## config.mk

```make
export PLATFORM = sky130hd
export DESIGN_NAME = rs_slot_alloc
export DESIGN_NICKNAME = d
export VERILOG_FILES = /design/src/rtl/rs_slot_alloc.sv
export SDC_FILE = /design/constraint.sdc
export NUM_CORES = 1
export LEC_CHECK = 0
export BUFFER_PORTS_ARGS = -buffer_cell sky130_fd_sc_hd__buf_2
export CORE_AREA = 2 2 110 112
export CTS_CLUSTER_DIAMETER = 100
export DETAILED_ROUTE_END_ITERATION = 8
export DIE_AREA = 0 0 112 114
export PLACE_DENSITY_LB_ADDON = 0.08
export SLEW_MARGIN = 0
export SYNTH_ARGS = -nofsm -noshare
export SYNTH_HDL_FRONTEND = slang
export SYNTH_SLANG_ARGS = --single-unit
```

## constraint.sdc

```tcl
create_clock -name clock -period 12.9 [get_ports clock]
set_input_delay 0.645 -clock clock [delete_from_list [all_inputs] [get_ports clock]]
set_output_delay 0.645 -clock clock [all_outputs]
set_load 0.05 [all_outputs]
```

## src/rtl/rs_slot_alloc.sv

```systemverilog
// Reservation-station row allocator: grants up to SS_SIZE rows per cycle, all-or-nothing.
// Grants are combinational against the registered bitmap; frees land next edge; callers throttle on num_can_dispatch/rs_full.
module rs_slot_alloc #(
   parameter int RS_SIZE = 16,
   parameter int SS_SIZE = 3,
   parameter int NUM_FU  = 8,
   parameter int IDX_W   = $clog2(RS_SIZE)
) (
   input  logic                       clock,
   input  logic                       reset,
   input  logic [SS_SIZE-1:0]         dispatch_req,
   output logic                       alloc_gnt,
   output logic [SS_SIZE-1:0]         alloc_valid,
   output logic [SS_SIZE*IDX_W-1:0]   alloc_idx,
   input  logic [NUM_FU-1:0]          free_valid,
   input  logic [NUM_FU*IDX_W-1:0]    free_idx,
   input  logic                       flush,
   output logic [IDX_W:0]             free_cnt,
   output logic [$clog2(SS_SIZE):0]   num_can_dispatch,
   output logic                       rs_full,
   output logic [RS_SIZE-1:0]         busy_vec,
   output logic                       err_double_free
);

   localparam int CNT_W = IDX_W + 1;
   localparam int NCD_W = $clog2(SS_SIZE) + 1;

   int                      req_n;
   int                      busy_pop;
   logic [SS_SIZE*IDX_W-1:0] way_idx;
   logic [RS_SIZE-1:0]      pick_mask;
   logic [RS_SIZE-1:0]      alloc_mask;
   logic [RS_SIZE-1:0]      free_mask;
   logic [RS_SIZE-1:0]      busy_next;
   logic                    dbl_free;
   logic [CNT_W-1:0]        free_cnt_next;
   logic [NCD_W-1:0]        ncd_next;
   logic                    rs_full_next;

   always_comb begin
      req_n = 0;
      for (int i = 0; i < SS_SIZE; i++) begin
         if (dispatch_req[i]) req_n = req_n + 1;
      end
   end

   assign alloc_gnt   = (req_n <= int'(free_cnt)) && !flush && !reset;
   assign alloc_valid = dispatch_req & {SS_SIZE{alloc_gnt}};
   assign alloc_idx   = alloc_gnt ? way_idx : '0;
   assign alloc_mask  = alloc_gnt ? pick_mask : '0;

   // Ways claim rows in ascending order; each claim hides the row from later ways.
   always_comb begin : pick_rows
      logic [RS_SIZE-1:0] taken;
      logic               found;
      taken   = busy_vec;
      found   = 1'b0;
      way_idx = '0;
      for (int i = 0; i < SS_SIZE; i++) begin
         found = 1'b0;
         if (dispatch_req[i]) begin
            for (int r = 0; r < RS_SIZE; r++) begin
               if (!found && !taken[r]) begin
                  found                     = 1'b1;
                  taken[r]                  = 1'b1;
                  way_idx[i*IDX_W +: IDX_W] = IDX_W'(r);
               end
            end
         end
      end
      pick_mask = taken & ~busy_vec;
   end

   always_comb begin
      free_mask = '0;
      dbl_free  = 1'b0;
      for (int k = 0; k < NUM_FU; k++) begin
         if (free_valid[k]) begin
            free_mask[free_idx[k*IDX_W +: IDX_W]] = 1'b1;
            if (!busy_vec[free_idx[k*IDX_W +: IDX_W]] && !alloc_mask[free_idx[k*IDX_W +: IDX_W]])
               dbl_free = 1'b1;
         end
      end
   end

   // Counts are rederived from the bitmap each cycle so they can never drift from it.
   always_comb begin
      busy_next = flush ? '0 : ((busy_vec & ~free_mask) | alloc_mask);
      busy_pop  = 0;
      for (int r = 0; r < RS_SIZE; r++) begin
         if (busy_next[r]) busy_pop = busy_pop + 1;
      end
      free_cnt_next = CNT_W'(RS_SIZE - busy_pop);
      rs_full_next  = int'(free_cnt_next) < SS_SIZE;
      ncd_next      = rs_full_next ? NCD_W'(free_cnt_next) : NCD_W'(SS_SIZE);
   end

   always_ff @(posedge clock) begin
      if (reset) begin
         busy_vec         <= '0;
         free_cnt         <= CNT_W'(RS_SIZE);
         num_can_dispatch <= NCD_W'(SS_SIZE);
         rs_full          <= 1'b0;
         err_double_free  <= 1'b0;
      end else begin
         busy_vec         <= busy_next;
         free_cnt         <= free_cnt_next;
         num_can_dispatch <= ncd_next;
         rs_full          <= rs_full_next;
         err_double_free  <= err_double_free | dbl_free;
      end
   end

endmodule

```

==> results.cfg, run 1 <==
[setup_path]
critPathRequiredTime_ps = 13050
critPathArrivalTime_ps = 12250
regToRegStartpoint = busy_vec[2]$_SDFF_PP0_
ff2ff_setup_slack_ps = 1250
critPathMaxStageDelay_ps = 340
end_kind = flip-flop
slowest_stage = nor4_4
crit_type = in2reg
r2r.worst_path.cells = 53
worst_setup_path_start_kind = primary input
r2r-end = num_can_dispatch[0]$_SDFF_PP1_
timing.critical_path.mode_cell = ha_1
worstPathMaxFanout = 25

[final_layout]
stdcell_area_mm2 = 0.00747
final_cell_mix = nor2_1 (102), buf_2 (86), nand2_1 (84)
final_common_cell = nor2_1
fin_nets = 1041
fillers = 1133
drive_gt1_share_pct = 20.6
fin_cells = 1121
synthToLayoutAreaGrowth_pct = 8.41
n_antenna_cell = 0

[placement]
gp_congestion = 1.04
dp_hpwl_mm = 19.6
place_inst = 1115
port_buffers = 87
place_area_mm2 = 0.00727
preCtsSetupSlack_ps = 277

[timing]
fin_ws_ps = 803
fin_crit_sh_pct = 93.8
relSlewSlack_pct = 13.4
setup_viol = 0
drv_slew = 0
fin_skew_ps = 5.11
final.min_clock_period_ps = 12100
worstMarginPinSlew_ps = 1290
max_freq_ghz = 0.0827
hold_violations = 0

[synthesis]
synth_edf_count = 0
netlist_area_mm2 = 0.00689
yosysSeqAreaShare_pct = 7.56
synthCells = 933
synth_seq_cells = 26
yosys_warnings = 0
syn_area_per_cell_um2 = 7.38
synthArstFlopShare_pct = 0
synth_cell_types = 100
synth-main-ff-cell = dfxtp_1
synthesis.nets = 999

[die]
num_rows = 40
die_area_mm2 = 0.0128
core_area_mm2 = 0.0117
die-height_um = 114
start_util_pct = 58.8
io_pins = 88
die_w_um = 112

[job]
cap_viol_max_count = 0

[hold_path]
hold_depth = 4
hold_end = err_double_free$_SDFF_PP0_
hp-class = reg2reg
min_from = err_double_free$_SDFF_PP0_

[global_routing]
antenna_found_initial = 0
grt_max_degree = 26
grt_pass1_vias = 7227
grt_first_pass_wirelength_mm = 39.7
grt_usage_pct = 39.1
grt.overflow.total = 0

[clock_network]
h-tree-depth = 1
numCtsBuffers = 3
cts_tree = yes
clkSlewWorstSetupHoldPaths_ps = 80
clock_path_buffers = 2
clock_latency_ps = 280
cts.sinks = 26
root_buffer = clkbuf_16

[drt]
wire_per_inst_um = 22.8
postRouteAntennaNets = 0
first_pass_iters = 6
drtIter0Drc = 1275
vias = 7895
via_per_inst = 7.04
postRouteWirelength_mm = 25.5
route.detailed.drc = 0

[run_status]
status = finished clean

[power_and_ir_drop]
power_mw = 0.375
leakage_nw = 2.70
powerDensity_mw_per_mm2 = 50.3
irDropWorstVdd_mv = 0.0511
-- registers in the layout, indices dropped and copies added, names as in the netlist --
signal            flops
err_double_free       1
rs_full               1
free_cnt              5
num_can_dispatch      3
busy_vec             16
-- logic make-up after synthesis --
logic type / share of synthesized area [%]
buf+inv: 5.94
flops: 7.56
compound gates: 30.1
xor+xnor: 9.25
simple gates: 29.2
fa+ha+maj: 5.54
other cells: 0.0544
mux: 12.4
-- worst max path at each step --
stage | cells past startpoint | to | from
2_1_floorplan | 63 | num_can_dispatch[0]$_SDFF_PP1_ | dispatch_req[1]
3_3_place_gp | 60 | num_can_dispatch[0]$_SDFF_PP1_ | dispatch_req[0]
3_5_place_dp | 60 | num_can_dispatch[0]$_SDFF_PP1_ | dispatch_req[0]
4_1_cts | 60 | num_can_dispatch[0]$_SDFF_PP1_ | dispatch_req[0]
5_1_grt | 63 | num_can_dispatch[0]$_SDFF_PP1_ | dispatch_req[1]
6_report | 62 | num_can_dispatch[0]$_SDFF_PP1_ | dispatch_req[1]
-- per-stage QoR --
step / setup TNS, ps / hold slack [ps] / utilization [%]
floorplan: 0 / 800 / -
global placement: 0 / 750 / 62.1
detailed placement: 0 / 676 / 62.1
CTS: 0 / 695 / 63.0
global route: -127 / 770 / 63.8
finish: 0 / 708 / 63.8
-- cells in the mapped netlist, types with 9 or more instances --
cell,instances,area (µm²)
or2_2,9,56.3
xor2_1,10,87.6
nand3_1,20,100
buf_2,23,115
nor4_1,15,93.8
nand2_1,84,315
xnor2_1,26,228
and3_1,14,87.6
a21oi_1,74,370
mux4_2,31,698
inv_1,29,109
a31oi_1,11,68.8
and2_1,11,68.8
ha_1,20,250
nand3b_1,19,143
o21ai_0,45,225
o22ai_1,37,231
clkbuf_1,26,97.6
o211ai_1,13,97.6
maj3_1,12,120
nor3_1,32,160
dfxtp_1,26,521
nor2_1,103,387
mux2i_1,12,120
nand2b_1,21,131
nand4_1,10,62.6
-- worst max-delay path, delay by kind of cell --
kind | cells | cell delay [ps]
fa+ha+maj | 16 | 4590
compound gates | 14 | 2570
simple gates | 19 | 2240
mux | 6 | 1320
buf+inv | 5 | 530
xor+xnor | 2 | 340
-- per-layer routing --
metal  up-vias  part of all wire (%)  GRT usage [%]
met5         -                     0              0
met2       473                    45           63.4
li1       3657                     -              -
met3        93                   9.6           6.38
met4         0                   5.3           17.9
met1      3672                    40           51.6
-- what timing repair did --
| action | CTS | global route |
|---|---|---|
| gates resized for setup | 0 | 14 |
| setup endpoints to repair | 0 | 7 |
| endpoints found under the hold margin | 0 | 0 |
| setup buffers | 0 | 2 |
| hold buffers | 0 | 0 |
-- final cells by class --
cell class              instances  area [µm²]  share of cell area (%)
repair buffers                 97         513                    6.87
flip-flops and latches         26         520                    6.97
well taps                     147         184                    2.46
multi-input cells             816        6030                    80.7
clock buffers                   3        75.1                    1.01
clock inverters                 1        30.0                   0.402
inverters                      31         116                    1.56
-- where the power goes --
part | switching [mW] | total [mW] | internal [mW]
Clock | 0.0342 | 0.0963 | 0.0620
Combinational | 0.122 | 0.189 | 0.0666
Sequential | 0.00689 | 0.0905 | 0.0836
No activity file was read; power rests on OpenSTA's default activity.
==> inputs of run 2 (changes only) <==
--- a/config.mk
+++ b/config.mk
@@ -6,11 +6,11 @@
 export NUM_CORES = 1
 export LEC_CHECK = 0
 export BUFFER_PORTS_ARGS = -buffer_cell sky130_fd_sc_hd__buf_2
-export CORE_AREA = 2 2 110 112
+export CORE_AREA = 2 2 106 108
 export CTS_CLUSTER_DIAMETER = 100
 export DETAILED_ROUTE_END_ITERATION = 8
-export DIE_AREA = 0 0 112 114
-export PLACE_DENSITY_LB_ADDON = 0.08
+export DIE_AREA = 0 0 108 110
+export PLACE_DENSITY = 0.91
 export SLEW_MARGIN = 0
 export SYNTH_ARGS = -nofsm -noshare
 export SYNTH_HDL_FRONTEND = slang
==> constraint.sdc (replaced) <==
create_clock -name clock -period 15.2 [get_ports clock]
set_input_delay 0.76 -clock clock [delete_from_list [all_inputs] [get_ports clock]]
set_output_delay 0.76 -clock clock [all_outputs]
set_load 0.05 [all_outputs]
==> results.cfg, run 2 (synthesis gave the netlist of run 1 again) <==
[run_status]
status = finished clean

[timing]
drv_slew = 0
fin_crit_sh_pct = 91.7
grt_setup_unrepaired = no
max_freq_ghz = 0.0718
fin_ws_ps = 1260
fin_skew_ps = 18.6
worstMarginPinSlew_ps = 1150
hold_violations = 0
setup_viol = 0
final.min_clock_period_ps = 13940
setup_tns_ps = 0
relSlewSlack_pct = 22.2

[drt]
first_pass_iters = 8
via_per_inst = 7.34
wire_per_inst_um = 22.5
vias = 8117
postRouteWirelength_mm = 24.9
postRouteAntennaNets = 0
route.detailed.drc = 0
drtIter0Drc = 1181

[setup_path]
timing.critical_path.mode_cell = ha_1
crit_type = in2reg
r2r.worst_path.cells = 59
critPathRequiredTime_ps = 15370
end_kind = flip-flop
critPathArrivalTime_ps = 14110
regToRegStartpoint = free_cnt[1]$_SDFF_PP0_
worst_setup_path_start_kind = primary input
ff2ff_setup_slack_ps = 2390
critPathMaxStageDelay_ps = 610
slowest_stage = a21o_1
r2r-end = num_can_dispatch[0]$_SDFF_PP1_
worstPathMaxFanout = 26

[final_layout]
largestRegisters = busy_vec: 16 flops, free_cnt: 5 flops, num_can_dispatch: 3 flops
final_cell_mix = nor2_1 (103), buf_2 (87), nand2_1 (84)
stdcell_area_mm2 = 0.00729
synthToLayoutAreaGrowth_pct = 5.87
final_common_cell = nor2_1
fin_nets = 1033
drive_gt1_share_pct = 19.2
n_antenna_cell = 0
largest_reg_flops = 16
top_register = busy_vec
final_core_util_pct = 68.2

[clock_network]
h-tree-depth = 1
cts.sinks = 26
clock_latency_ps = 300
clkSlewWorstSetupHoldPaths_ps = 120
numCtsBuffers = 3
cts_hold_buf = 0
root_buffer = clkbuf_8
post_cts_buffers = 0
cts_tree = yes
cts_resized = 0
clock_path_buffers = 2

[job]
cap_viol_max_count = 0

[die]
start_util_pct = 64.4
die_w_um = 108
die-height_um = 110
num_rows = 38
die_area_mm2 = 0.0119
core_area_mm2 = 0.0107
io_pins = 88

[global_routing]
grt.overflow.total = 0
antenna_found_initial = 0
grt_usage_pct = 41.2
grt_pass1_vias = 7192
grt_max_degree = 30
grt_first_pass_wirelength_mm = 38.3

[placement]
gp_congestion = 1.07
port_buffers = 87
preCtsSetupSlack_ps = 1290
dp_hpwl_mm = 19.0
place_area_mm2 = 0.00722

[hold_path]
hold_end = err_double_free$_SDFF_PP0_
min_from = err_double_free$_SDFF_PP0_
hold_depth = 4
hp-class = reg2reg

[power_and_ir_drop]
power_mw = 0.293
leakage_nw = 2.63
irDropWorstVdd_mv = 0.0340
powerDensity_mw_per_mm2 = 40.2
## run 2: changes by cell type in the layout (fill, tap and decap cells not counted), sizes merged
cell	delta
clkbuf	-1
buf	-7
## run 2: where the power goes
| group | total, mW | switching (mW) | leakage [nW] | internal (mW) |
|---|---|---|---|---|
| clock | 0.0631 | 0.0277 | 0.0357 | 0.0354 |
| combinational | 0.154 | 0.101 | 2.38 | 0.0536 |
| sequential | 0.0756 | 0.00466 | 0.212 | 0.0710 |
| total | 0.293 | 0.133 | 2.63 | 0.160 |
## run 2: worst max-delay path, delay by kind of cell
kind            cells  cell delay, ps
fa+ha+maj          16            4670
compound gates     14            3580
simple gates       19            2090
mux                 6            1310
buf+inv             5            1250
xor+xnor            2             430
## run 2: worst max path at each step
stage / end / slack, ps / depth (start not counted) / from
4_1_cts: num_can_dispatch[0]$_SDFF_PP1_ / 1550 / 62 / dispatch_req[1]
6_report: num_can_dispatch[0]$_SDFF_PP1_ / 1260 / 62 / dispatch_req[1]
2_1_floorplan: num_can_dispatch[0]$_SDFF_PP1_ / 3300 / 63 / dispatch_req[1]
5_1_grt: num_can_dispatch[0]$_SDFF_PP1_ / 490 / 62 / dispatch_req[1]
3_3_place_gp: num_can_dispatch[0]$_SDFF_PP1_ / 1850 / 61 / dispatch_req[1]
3_5_place_dp: num_can_dispatch[0]$_SDFF_PP1_ / 1290 / 62 / dispatch_req[1]
## run 2: stage by stage
| stage | hold WS [ps] | std cells |
|---|---|---|
| final | 787 | 1106 |
| after floorplan | 915 | 933 |
| after global placement | 669 | 1102 |
| after global routing | 840 | 1106 |
| after CTS | 777 | 1106 |
| after detailed placement | 749 | 1102 |
## run 2: cell type report
cell class,count,area (µm²)
fillers,956,3410
multi-input cells,816,5960
inverters,31,116
repair buffers,89,450
clock inverters,1,30.0
well taps,140,175
clock buffers,3,41.3
flip-flops and latches,26,520
## run 2: layer usage
layer	global-route usage [%]	up-vias	wire [µm]
li1	-	3627	-
met1	52.9	3777	9800
met2	68.1	600	11400
met3	5.88	113	2570
met4	20.4	0	1200
met5	0	-	0
==> inputs of run 3 (changes only) <==
--- a/config.mk
+++ b/config.mk
@@ -6,11 +6,11 @@
 export NUM_CORES = 1
 export LEC_CHECK = 0
 export BUFFER_PORTS_ARGS = -buffer_cell sky130_fd_sc_hd__buf_2
-export CORE_AREA = 2 2 106 108
+export CORE_AREA = 2 2 110 112
 export CTS_CLUSTER_DIAMETER = 100
 export DETAILED_ROUTE_END_ITERATION = 8
-export DIE_AREA = 0 0 108 110
-export PLACE_DENSITY = 0.91
+export DIE_AREA = 0 0 112 114
+export PLACE_DENSITY = 0.82
 export SLEW_MARGIN = 0
 export SYNTH_ARGS = -nofsm -noshare
 export SYNTH_HDL_FRONTEND = slang
==> constraint.sdc (replaced) <==
create_clock -name clock -period 13.15 [get_ports clock]
set_input_delay 0.6575 -clock clock [delete_from_list [all_inputs] [get_ports clock]]
set_output_delay 0.6575 -clock clock [all_outputs]
set_load 0.05 [all_outputs]
==> results.cfg, run 3 (synthesis gave the netlist of run 1 again) <==
[run_status]
status = finished clean

[power_and_ir_drop]
irDropWorstVdd_mv = 0.0461
powerDensity_mw_per_mm2 = 48.9
leakage_nw = 2.69

[setup_path]
slowest_stage = xnor2_1
crit_type = in2reg
worstPathMaxFanout = 28
timing.critical_path.mode_cell = ha_1
critPathArrivalTime_ps = 12460
critPathRequiredTime_ps = 13290
worst_setup_path_start_kind = primary input
critPathMaxStageDelay_ps = 340
end_kind = flip-flop

[drt]
vias = 7859
postRouteWirelength_mm = 25.6
drtIter0Drc = 1162
via_per_inst = 7.00
route.detailed.drc = 0
wire_per_inst_um = 22.8
first_pass_iters = 5
postRouteAntennaNets = 0

[global_routing]
grt_usage_pct = 39.5
grt_max_degree = 29
grt_pass1_vias = 7156
grt.overflow.total = 0
antenna_found_initial = 0
grt_first_pass_wirelength_mm = 40.0

[timing]
worstMarginPinSlew_ps = 1220
relSlewSlack_pct = 18.0
setup_tns_ps = 0
max_freq_ghz = 0.0812
hold_violations = 0
final.min_clock_period_ps = 12320
fin_ws_ps = 829
fin_skew_ps = 8.50
fin_crit_sh_pct = 93.7
hold_ws_ps = 691
drv_slew = 0
setup_viol = 0
grt_setup_unrepaired = no

[final_layout]
drive_gt1_share_pct = 20.1
synthToLayoutAreaGrowth_pct = 7.57
fin_nets = 1042
largest_reg_flops = 16
final_cell_mix = nor2_1 (103), buf_2 (87), nand2_1 (84)
final_common_cell = nor2_1
n_antenna_cell = 0
largestRegisters = busy_vec: 16 flops, free_cnt: 5 flops, num_can_dispatch: 3 flops
top_register = busy_vec

[clock_network]
cts.sinks = 26
clock_path_buffers = 2
clkSlewWorstSetupHoldPaths_ps = 80
cts_resized = 0
h-tree-depth = 1
root_buffer = clkbuf_16
post_cts_buffers = 0
numCtsBuffers = 3
cts_tree = yes
clock_latency_ps = 280
cts_hold_buf = 0

[placement]
port_buffers = 87
gp_congestion = 1.04
preCtsSetupSlack_ps = 372
dp_hpwl_mm = 19.7

[job]
cap_viol_max_count = 0

[die]
die_area_mm2 = 0.0128
die_w_um = 112
core_area_mm2 = 0.0117
die-height_um = 114
io_pins = 88
start_util_pct = 58.8
num_rows = 40

[hold_path]
hp-class = reg2reg
-- run 3: cell count changes in the layout (fill, tap and decap cells not counted), sizes merged --
| cell | previous run | this run |
|---|---|---|
| buf | 89 | 98 |
-- run 3: power breakdown --
group          switching (mW)  internal [mW]  total (mW)
sequential            0.00562         0.0820      0.0876
combinational           0.117         0.0632       0.180
clock                  0.0340         0.0608      0.0948
total                   0.157          0.206       0.363
-- run 3: critical path, delay by kind of cell --
family / cells / cell delay [ps]
muxes: 6 / 1310
xor gates and xnor gates: 2 / 430
buffers and inverters: 5 / 560
and+or+nand+nor: 18 / 1820
AOI/OAI and AO/OA: 15 / 3110
adders and majority gates: 16 / 4560
-- run 3: stage by stage --
step | utilization [%] | instance area, µm² | std cells | total power, mW
after floorplan | - | 6890 | 933 | 0.219
after global placement | 62.3 | 7300 | 1118 | 0.262
after detailed placement | 62.3 | 7300 | 1118 | 0.265
after CTS | 63.2 | 7400 | 1122 | 0.357
after global routing | 63.3 | 7410 | 1122 | 0.379
final | 63.3 | 7410 | 1122 | 0.363
-- run 3: layout make-up --
type                            instances  area, µm²
Clock buffer                            3       75.1
Clock inverter                          1       30.0
Fill cell                            1089       4300
Inverter                               31        116
Multi-Input combinational cell        816       5970
Sequential cell                        26        520
Tap cell                              147        184
Timing Repair Buffer                   98        518
-- run 3: worst paths after layout --
path | start | end | slack (ps) | cells after the start
setup / recovery | dispatch_req[0] | num_can_dispatch[0]$_SDFF_PP1_ | 830 | 62
hold / removal | err_double_free$_SDFF_PP0_ | err_double_free$_SDFF_PP0_ | 690 | 4
setup reg to reg | busy_vec[0]$_SDFF_PP0_ | num_can_dispatch[0]$_SDFF_PP1_ | 1480 | 53
hold reg to reg | err_double_free$_SDFF_PP0_ | err_double_free$_SDFF_PP0_ | 690 | 4
-- run 3: routing by layer --
layer  GRT usage, %  share of wire, %  up-vias
met2           64.8                46      473
met4           18.0               5.0        0
met3           4.41               8.5       90
met5              0                 0        -
li1               -                 -     3637
met1           52.6                41     3659
